[config.mk]
export PLATFORM = sky130hd
export DESIGN_NAME = shuffle_controller_flat
export DESIGN_NICKNAME = d
export VERILOG_FILES = /design/src/rtl/shuffle_controller_if.sv /design/src/rtl/shuffle_controller.sv /design/src/flat_wrapper.sv
export SDC_FILE = /design/constraint.sdc
export NUM_CORES = 1
export LEC_CHECK = 0
export BUFFER_PORTS_ARGS = -buffer_cell sky130_fd_sc_hd__buf_2
export CAP_MARGIN = 20
export CORE_MARGIN = 1
export CORE_UTILIZATION = 50
export DETAILED_ROUTE_END_ITERATION = 8
export MAX_ROUTING_LAYER = met4
export PLACE_DENSITY = 0.72
export RECOVER_POWER = 50
export SKIP_LAST_GASP = 1
export SLEW_MARGIN = 30
export SYNTH_ARGS = -nofsm -noshare
export SYNTH_HDL_FRONTEND = slang
export SYNTH_SLANG_ARGS = --single-unit
[constraint.sdc]
create_clock -name clk -period 1.46 [get_ports clk]
set_input_delay 0.292 -clock clk [delete_from_list [all_inputs] [get_ports clk]]
set_output_delay 0.292 -clock clk [all_outputs]
set_load 0.03 [all_outputs]
[src/rtl/shuffle_controller_if.sv]
// Job/result handshake bundle for shuffle_controller: start/ready in, valid/ready out.
interface shuffle_controller_if #(
  parameter int N      = 10,
  parameter int ROUNDS = 8
);
  localparam int RW = $clog2(ROUNDS + 1);

  logic          start_i;
  logic [N-1:0]  x_i;
  logic          ready_o;
  logic          busy_o;
  logic [RW-1:0] round_o;
  logic [N-1:0]  x_o;
  logic          valid_o;
  logic          ready_i;

  modport master (
    output start_i, x_i, ready_i,
    input  ready_o, busy_o, round_o, x_o, valid_o
  );

  modport slave (
    input  start_i, x_i, ready_i,
    output ready_o, busy_o, round_o, x_o, valid_o
  );
endinterface

[src/rtl/shuffle_controller.sv]
// Multi-round odd-even transposition shuffler driven by a 16-bit Fibonacci LFSR.
// Optional runtime seed loading in IDLE: define SHUFFLE_CTRL_SEED_LOAD_EN.
module shuffle_controller #(
  parameter int                N      = 10,
  parameter int                ROUNDS = 8,
  parameter int                LFSR_W = 16,
  parameter logic [LFSR_W-1:0] SEED   = 16'hACE1
) (
  input  logic clk,
  input  logic reset_n,
`ifdef SHUFFLE_CTRL_SEED_LOAD_EN
  input  logic [LFSR_W-1:0] seed_i,
  input  logic              seed_load_i,
`endif
  shuffle_controller_if.slave bus
);

  localparam int RW = $clog2(ROUNDS + 1);

  typedef enum logic [1:0] {S_IDLE, S_RUN, S_DONE} state_t;

  state_t            r_state;
  state_t            w_state_next;
  logic [N-1:0]      r_work;
  logic [N-1:0]      r_xo;
  logic [RW-1:0]     r_round;
  logic [LFSR_W-1:0] r_lfsr;
  logic [N-1:0]      w_work_next;
  logic [LFSR_W-1:0] w_lfsr_next;
  logic              w_last_round;

  assign w_lfsr_next  = {r_lfsr[LFSR_W-2:0], r_lfsr[15] ^ r_lfsr[13] ^ r_lfsr[12] ^ r_lfsr[10]};
  assign w_last_round = (r_round == RW'(ROUNDS - 1));

  // One transposition stage; pair k is gated by lfsr bit k, phase chosen by round parity.
  always_comb begin
    w_work_next = r_work;
    if (!r_round[0]) begin
      for (int unsigned k = 0; k < N / 2; k++) begin
        if (r_lfsr[k]) begin
          w_work_next[2*k]   = r_work[2*k+1];
          w_work_next[2*k+1] = r_work[2*k];
        end
      end
    end else begin
      for (int unsigned k = 0; k < (N - 1) / 2; k++) begin
        if (r_lfsr[k]) begin
          w_work_next[2*k+1] = r_work[2*k+2];
          w_work_next[2*k+2] = r_work[2*k+1];
        end
      end
    end
  end

  always_ff @(posedge clk or negedge reset_n) begin
    if (!reset_n) r_state <= S_IDLE;
    else          r_state <= w_state_next;
  end

  always_comb begin
    w_state_next = r_state;
    unique case (r_state)
      S_IDLE:  if (bus.start_i)  w_state_next = S_RUN;
      S_RUN:   if (w_last_round) w_state_next = S_DONE;
      S_DONE:  if (bus.ready_i)  w_state_next = S_IDLE;
      default: w_state_next = S_IDLE;
    endcase
  end

  always_comb begin
    bus.ready_o = (r_state == S_IDLE);
    bus.busy_o  = (r_state == S_RUN);
    bus.valid_o = (r_state == S_DONE);
    bus.round_o = r_round;
    bus.x_o     = r_xo;
  end

  // Result is captured into its own register so x_o ignores work activity outside DONE.
  always_ff @(posedge clk or negedge reset_n) begin
    if (!reset_n) begin
      r_work  <= '0;
      r_xo    <= '0;
      r_round <= '0;
      r_lfsr  <= SEED;
    end else begin
      unique case (r_state)
        S_IDLE: begin
`ifdef SHUFFLE_CTRL_SEED_LOAD_EN
          if (seed_load_i) r_lfsr <= (seed_i == '0) ? SEED : seed_i;
`endif
          if (bus.start_i) begin
            r_work  <= bus.x_i;
            r_round <= '0;
          end
        end
        S_RUN: begin
          r_work  <= w_work_next;
          r_lfsr  <= w_lfsr_next;
          r_round <= r_round + RW'(1);
          if (w_last_round) r_xo <= w_work_next;
        end
        default: ;
      endcase
    end
  end

endmodule

[src/flat_wrapper.sv]
// flat-port wrapper written by rule: the top's interface ports become plain ports
module shuffle_controller_flat 
#(
  parameter int                N      = 10,
  parameter int                ROUNDS = 8,
  parameter int                LFSR_W = 16,
  parameter logic [LFSR_W-1:0] SEED   = 16'hACE1
)
  (clk, reset_n, bus_start_i, bus_x_i, bus_ready_i, bus_ready_o, bus_busy_o, bus_round_o, bus_x_o, bus_valid_o);
  shuffle_controller_if #(.N(N), .ROUNDS(ROUNDS)) bus_i ();
  input  logic clk;
  input  logic reset_n;
  input wire logic [$bits(bus_i.start_i)-1:0] bus_start_i;
  input wire logic [$bits(bus_i.x_i)-1:0] bus_x_i;
  input wire logic [$bits(bus_i.ready_i)-1:0] bus_ready_i;
  output wire logic [$bits(bus_i.ready_o)-1:0] bus_ready_o;
  output wire logic [$bits(bus_i.busy_o)-1:0] bus_busy_o;
  output wire logic [$bits(bus_i.round_o)-1:0] bus_round_o;
  output wire logic [$bits(bus_i.x_o)-1:0] bus_x_o;
  output wire logic [$bits(bus_i.valid_o)-1:0] bus_valid_o;
  assign bus_i.start_i = bus_start_i;
  assign bus_i.x_i = bus_x_i;
  assign bus_i.ready_i = bus_ready_i;
  assign bus_ready_o = bus_i.ready_o;
  assign bus_busy_o = bus_i.busy_o;
  assign bus_round_o = bus_i.round_o;
  assign bus_x_o = bus_i.x_o;
  assign bus_valid_o = bus_i.valid_o;
  shuffle_controller #(.N(N), .ROUNDS(ROUNDS), .LFSR_W(LFSR_W), .SEED(SEED)) u_core (.clk(clk), .reset_n(reset_n), .bus(bus_i));
endmodule
Yosys cells after proc, flatten, opt, wreduce, memory -nomap -nowiden
Cells that the tools add are included.
- register bits after elaboration: 42
- input bits: 14
- output and inout bits: 17
- word-level logic and storage cells: 40
- add/sub/neg operators: 1
- equality and inequality tests: 6
- mux-type cells: 20
- bitwise logic cells: 3
- reductions and logical operators: 5
- operators by type and width (kind ; count):
    $mux W2 ; 12
    $pmux W10 S2 ; 1
    $mux W10 ; 1
    $mux W8 ; 1
    $pmux W4 S2 ; 1
    $pmux W2 S3 ; 1
    $add A4 B1 Y4 const B ; 1
    $eq A4 B3 Y1 const B ; 1
    $mux W4 ; 1
    $ne A2 B2 Y1 const B ; 2
    $reduce_and A2 Y1 ; 2
    $reduce_and A3 Y1 ; 1
    $xor A1 B1 Y1 ; 3
    $eq A2 B1 Y1 const B ; 1
    $eq A2 B2 Y1 const B ; 1
    $logic_not A2 Y1 ; 1
    $mux W1 ; 2
    $ne A2 B1 Y1 const B ; 1
    $reduce_bool A2 Y1 ; 1

Depth between registers and ports, before layout
- depth after elaboration: 3
- depth in mapped cells: 6
- mapped depth without buffers: 5

Worst setup path after synthesis
Ideal clock, no wire load.
- path kind: reg2reg
- from: register u_core.r_round[0], in the netlist u_core.bus.round_o[0]
- to: register u_core.r_xo[3], in the netlist u_core.bus.x_o[3]
- setup time: 123 ps
- data arrival time: 1299 ps
- data required time: 1337 ps
- slack: 38 ps
- cell stages (with the launch flop): 5
- path buffers: 1
- clock period less this slack: 1422 ps
- cell sequence: dfrtp_1 buf_2 mux2_2 a21boi_0 o21ai_1
- longest elaborated chain between the ends: 2
- elaborated cells between the ends (all ways): 3
- those cells by class: eq/ne: 1; mux: 1; reduce/logical: 1
- ends and longest elaborated chain (element ; RTL line ; source):
    from (decl) ; shuffle_controller.sv:26 ; logic [RW-1:0] r_round;
    from (signal assigned) ; shuffle_controller.sv:99 ; r_round <= r_round + RW'(1);
    $eq A4 B3 Y1 ; shuffle_controller.sv:33 ; assign w_last_round = (r_round == RW'(ROUNDS - 1));
    $reduce_and A2 Y1 (no line) ; n/a ;
    to (signal assigned) ; shuffle_controller.sv:100 ; if (w_last_round) r_xo <= w_work_next;
    to (decl) ; shuffle_controller.sv:25 ; logic [N-1:0] r_xo;
Parallel ways exist; a longest one is shown, timed or not.
A chain may end at the register's enable or synchronous reset.

Final worst setup path
- from: register u_core.r_state[1]
- to: output bus_busy_o
- longest elaborated chain between the ends: 1
- ends and longest elaborated chain (element ; RTL line ; source):
    from (decl) ; shuffle_controller.sv:22 ; state_t r_state;
    from (signal assigned) ; shuffle_controller.sv:57 ; else r_state <= w_state_next;
    $eq A2 B1 Y1 ; shuffle_controller.sv:72 ; bus.busy_o = (r_state == S_RUN);
    to (decl) ; flat_wrapper.sv:17 ; output wire logic [$bits(bus_i.busy_o)-1:0] bus_busy_o;
Every way passes these cells.

==> metrics.yaml <==
run_status:
  violations: "negative setup slack"
  status: "finished with violations"
detailed_routing:
  wirelength_mm: 5.09
  wl_per_cell_um: 17.6
  drt_iter0_markers: 108
  drc: 0
  first_pass_iters: 4
  antenna_left: 0
  vias: 1700
  routed_via_density: 5.88
worst_setup_path:
  critical_path_peak_fanout: 5
  ff2ff_path_depth: 5
  cp.arrival_ns: 1.20
  required_ns: 1.17
  criticalPathCategory: "flop to output port"
  crit_slowest_cell: "dfrtp_2"
  cp-end-kind: "output port"
  slowest_delay_ns: 0.47
  rrSetupSlack_ns: -0.01
  r2r-start: "u_core.r_state[1]"
  startpoint_type: "flop"
  worstPathCellList: "nor2b_4 > buf_12 > buf_8"
  rr_endpoint: "u_core.r_lfsr[9]"
sta:
  period_needed_ns: 1.49
  rsz0062_at_grt: "yes"
  hold_violations: 0
  fin_skew_ns: 0.0145
  maxSlewHeadroom: 0.724
  fin_ws_ns: -0.0344
  period_share: 1.02
  finalMaxSlewViolations: 0
  fmax_ghz: 0.669
  setup_violations: 4
  fin_setup_tns_ns: -0.0838
  max_slew.worst_pin.slew_ns: 0.413
layout:
  antenna_cells: 0
  final_core_util: 0.703
  num-nets-final: 255
  final_cells: 289
  drive_gt1_frac: 0.444
  area_growth_pct: 31.0
synth:
  synth_warnings: 0
  yosys_register_bits: 42
  ys_top_cells_by_count: "dfrtp_1 (34), mux2_2 (24), a21oi_1 (20), nand2_1 (16), o21ai_0 (16)"
  syn_inst: 182
  syn_nets: 197
  yosysSeqAreaShare: 0.528
  ys_types: 27
  synthArstFlopShare: 1.00
  synth.most_common_cell: "dfrtp_1"
  yosys_most_used_dff: "dfrtp_1"
  synth_area_leaders: "dfrtp_1 (42%), mux2_2 (13%), dfstp_2 (10%)"
  synth.top_cell.area_share: 0.423
  avgSynthCellArea_um2: 11.0
  syn_area_mm2: 0.00201
  synth_largest_area_cell: "dfrtp_1"
  synth_edf_count: 0
placement:
  io_buffer_count: 30
  dpl.cell_count: 260
  dp_worst_setup_slack_ns: 0.0500
  dp_hpwl_mm: 3.13
  place_congestion: 0.846
cts:
  clkLatencyLatePin_ns: 0.30
  clockBufferDepth: 2
  cts_root_buf: "clkbuf_8"
  cts_buffers: 5
  cts_tree: "done"
  cts_sinks: 42
  ctsHtreeMaxLevel: 2
  path_clk_slew_ns: 0.09
global_route:
  grt-ovfl-total: 0
  grtUsageTotal: 0.256
  grt_pass1_wl_mm: 7.78
  use_met1: 0.287
  antenna_found_initial: 0
  grt-busiest-layer: "met2"
  grt_max_degree: 27
  use_met2: 0.429
  grt_pass1_vias: 1641
  use_met3: 0.0573
floorplanning:
  die_h_um: 65.4
  die_w_um: 65.4
  top_level_ports: 31
  start_util: 0.537
  core.rowCount: 22
  design.core.area_mm2: 0.00374
  die_area_mm2: 0.00428
pwr:
  power-per-cell-area_mw_per_mm2: 2670
  clockPowerShare: 0.131
  p_int_w: 0.00426
  p_leak_nw: 1.22
  swShare: 0.394
  ir_worst_vdd_mv: 1.06
  power.net_switching_w: 0.00277
  p_comb_frac: 0.531
  p_seq_frac: 0.338
job:
  drv_cap: 0
worst_hold_path:
  min_from: "bus_ready_i"
  holdPathEnd: "u_core.r_state[1]"
  hp-class: "primary input to flop"
  hold_depth: 2
-- kinds of logic (layout without fill, tap and decap cells) --
| logic type | count (synthesis) | in the layout | synth area share |
|---|---|---|---|
| flops | 42 | 42 | 0.528 |
| fa+ha+maj | 1 | 1 | 0.00623 |
| simple gates | 39 | 39 | 0.0909 |
| xor+xnor | 3 | 3 | 0.0131 |
| mux | 30 | 30 | 0.164 |
| compound gates | 54 | 54 | 0.158 |
| buf+inv | 13 | 72 | 0.0392 |
-- per-stage QoR --
step / total power [W] / hold WS [ns] / area, µm²
floorplan: 0.00453 / -0.00359 / 2010
detailed placement: 0.00535 / 0.242 / 2260
global placement: 0.00520 / 0.230 / 2260
CTS: 0.00655 / 0.164 / 2500
finish: 0.00703 / 0.159 / 2630
global route: 0.00744 / 0.168 / 2630
-- sequential cells by signal (all words and copies together) (netlist names) --
register	cells
u_core.r_lfsr	16
u_core.bus.x_o	10
u_core.r_work	10
u_core.bus.round_o	4
u_core.r_state	2
-- repair_timing --
action                                 in CTS  in global routing
gates cloned                                1                  1
setup endpoints to repair                   3                 12
pin swaps                                   0                  1
hold buffers                                1                  0
gates resized for setup                    16                  7
endpoints found under the hold margin      12                  0
setup buffers                               4                 14
-- power by group through the flow --
stage          sequential (W)  clock (W)  combinational (W)
4_1_cts               0.00233   0.000929            0.00329
3_3_place_gp          0.00230          0            0.00289
2_1_floorplan         0.00255          0            0.00198
3_5_place_dp          0.00235          0            0.00299
6_report              0.00237   0.000922            0.00374
5_1_grt               0.00244   0.000982            0.00402
-- worst max-delay path: cells and delay by family, from the launching register on --
kind                   cells  cell delay (ns)
AND/OR/NAND/NOR            1             0.17
flip-flops                 1             0.47
buffers and inverters      2             0.26
-- cell type report --
| cell class | count | area, µm² |
|---|---|---|
| clock buffers | 6 | 72.6 |
| clock inverters | 2 | 37.5 |
| well taps | 48 | 60.1 |
| inverters | 1 | 3.75 |
| repair buffers | 63 | 490 |
| flip-flops and latches | 42 | 1060 |
| multi-input cells | 127 | 905 |
| fillers | 268 | 1110 |
-- how the worst max path moves through the flow --
| stage | start | end |
|---|---|---|
| detailed placement | u_core.r_state[0] | u_core.bus.x_o[7] |
| global route | u_core.r_state[0] | bus_busy_o |
| global placement | u_core.bus.round_o[0] | u_core.bus.x_o[7] |
| finish | u_core.r_state[1] | bus_busy_o |
| CTS | u_core.r_state[0] | bus_ready_o |
| floorplan | u_core.bus.round_o[0] | u_core.bus.x_o[3] |
-- cells in the final DEF, fill, tap and decap left out, drive strengths merged --
cell type | Yosys | final
o32ai | 5 | 5
nor3 | 1 | 1
mux2 | 24 | 24
nor2b | 1 | 1
dfstp | 8 | 8
bufbuf | 0 | 1
clkbuf | 0 | 12
ha | 1 | 1
xnor2 | 3 | 3
nand2 | 16 | 16
nand3 | 1 | 1
nand3b | 1 | 1
and3b | 1 | 1
nand2b | 8 | 8
bufinv | 0 | 1
a21o | 1 | 1
a31oi | 4 | 4
buf | 12 | 55
a21oi | 20 | 20
clkinvlp | 0 | 1
inv | 1 | 1
nor2 | 9 | 9
o21ai | 17 | 17
dlygate4sd3 | 0 | 1
mux2i | 6 | 6
a22o | 3 | 3
dfrtp | 34 | 34
a21boi | 4 | 4
or2 | 1 | 1
-- layer usage --
layer  vias to the layer above  share of wire
met1                       871           0.41
met2                        53           0.52
met5                         -              0
met4                         0          0.018
met3                         9          0.048
li1                        767              -
Note: power is estimated with default switching activity, not from simulation.
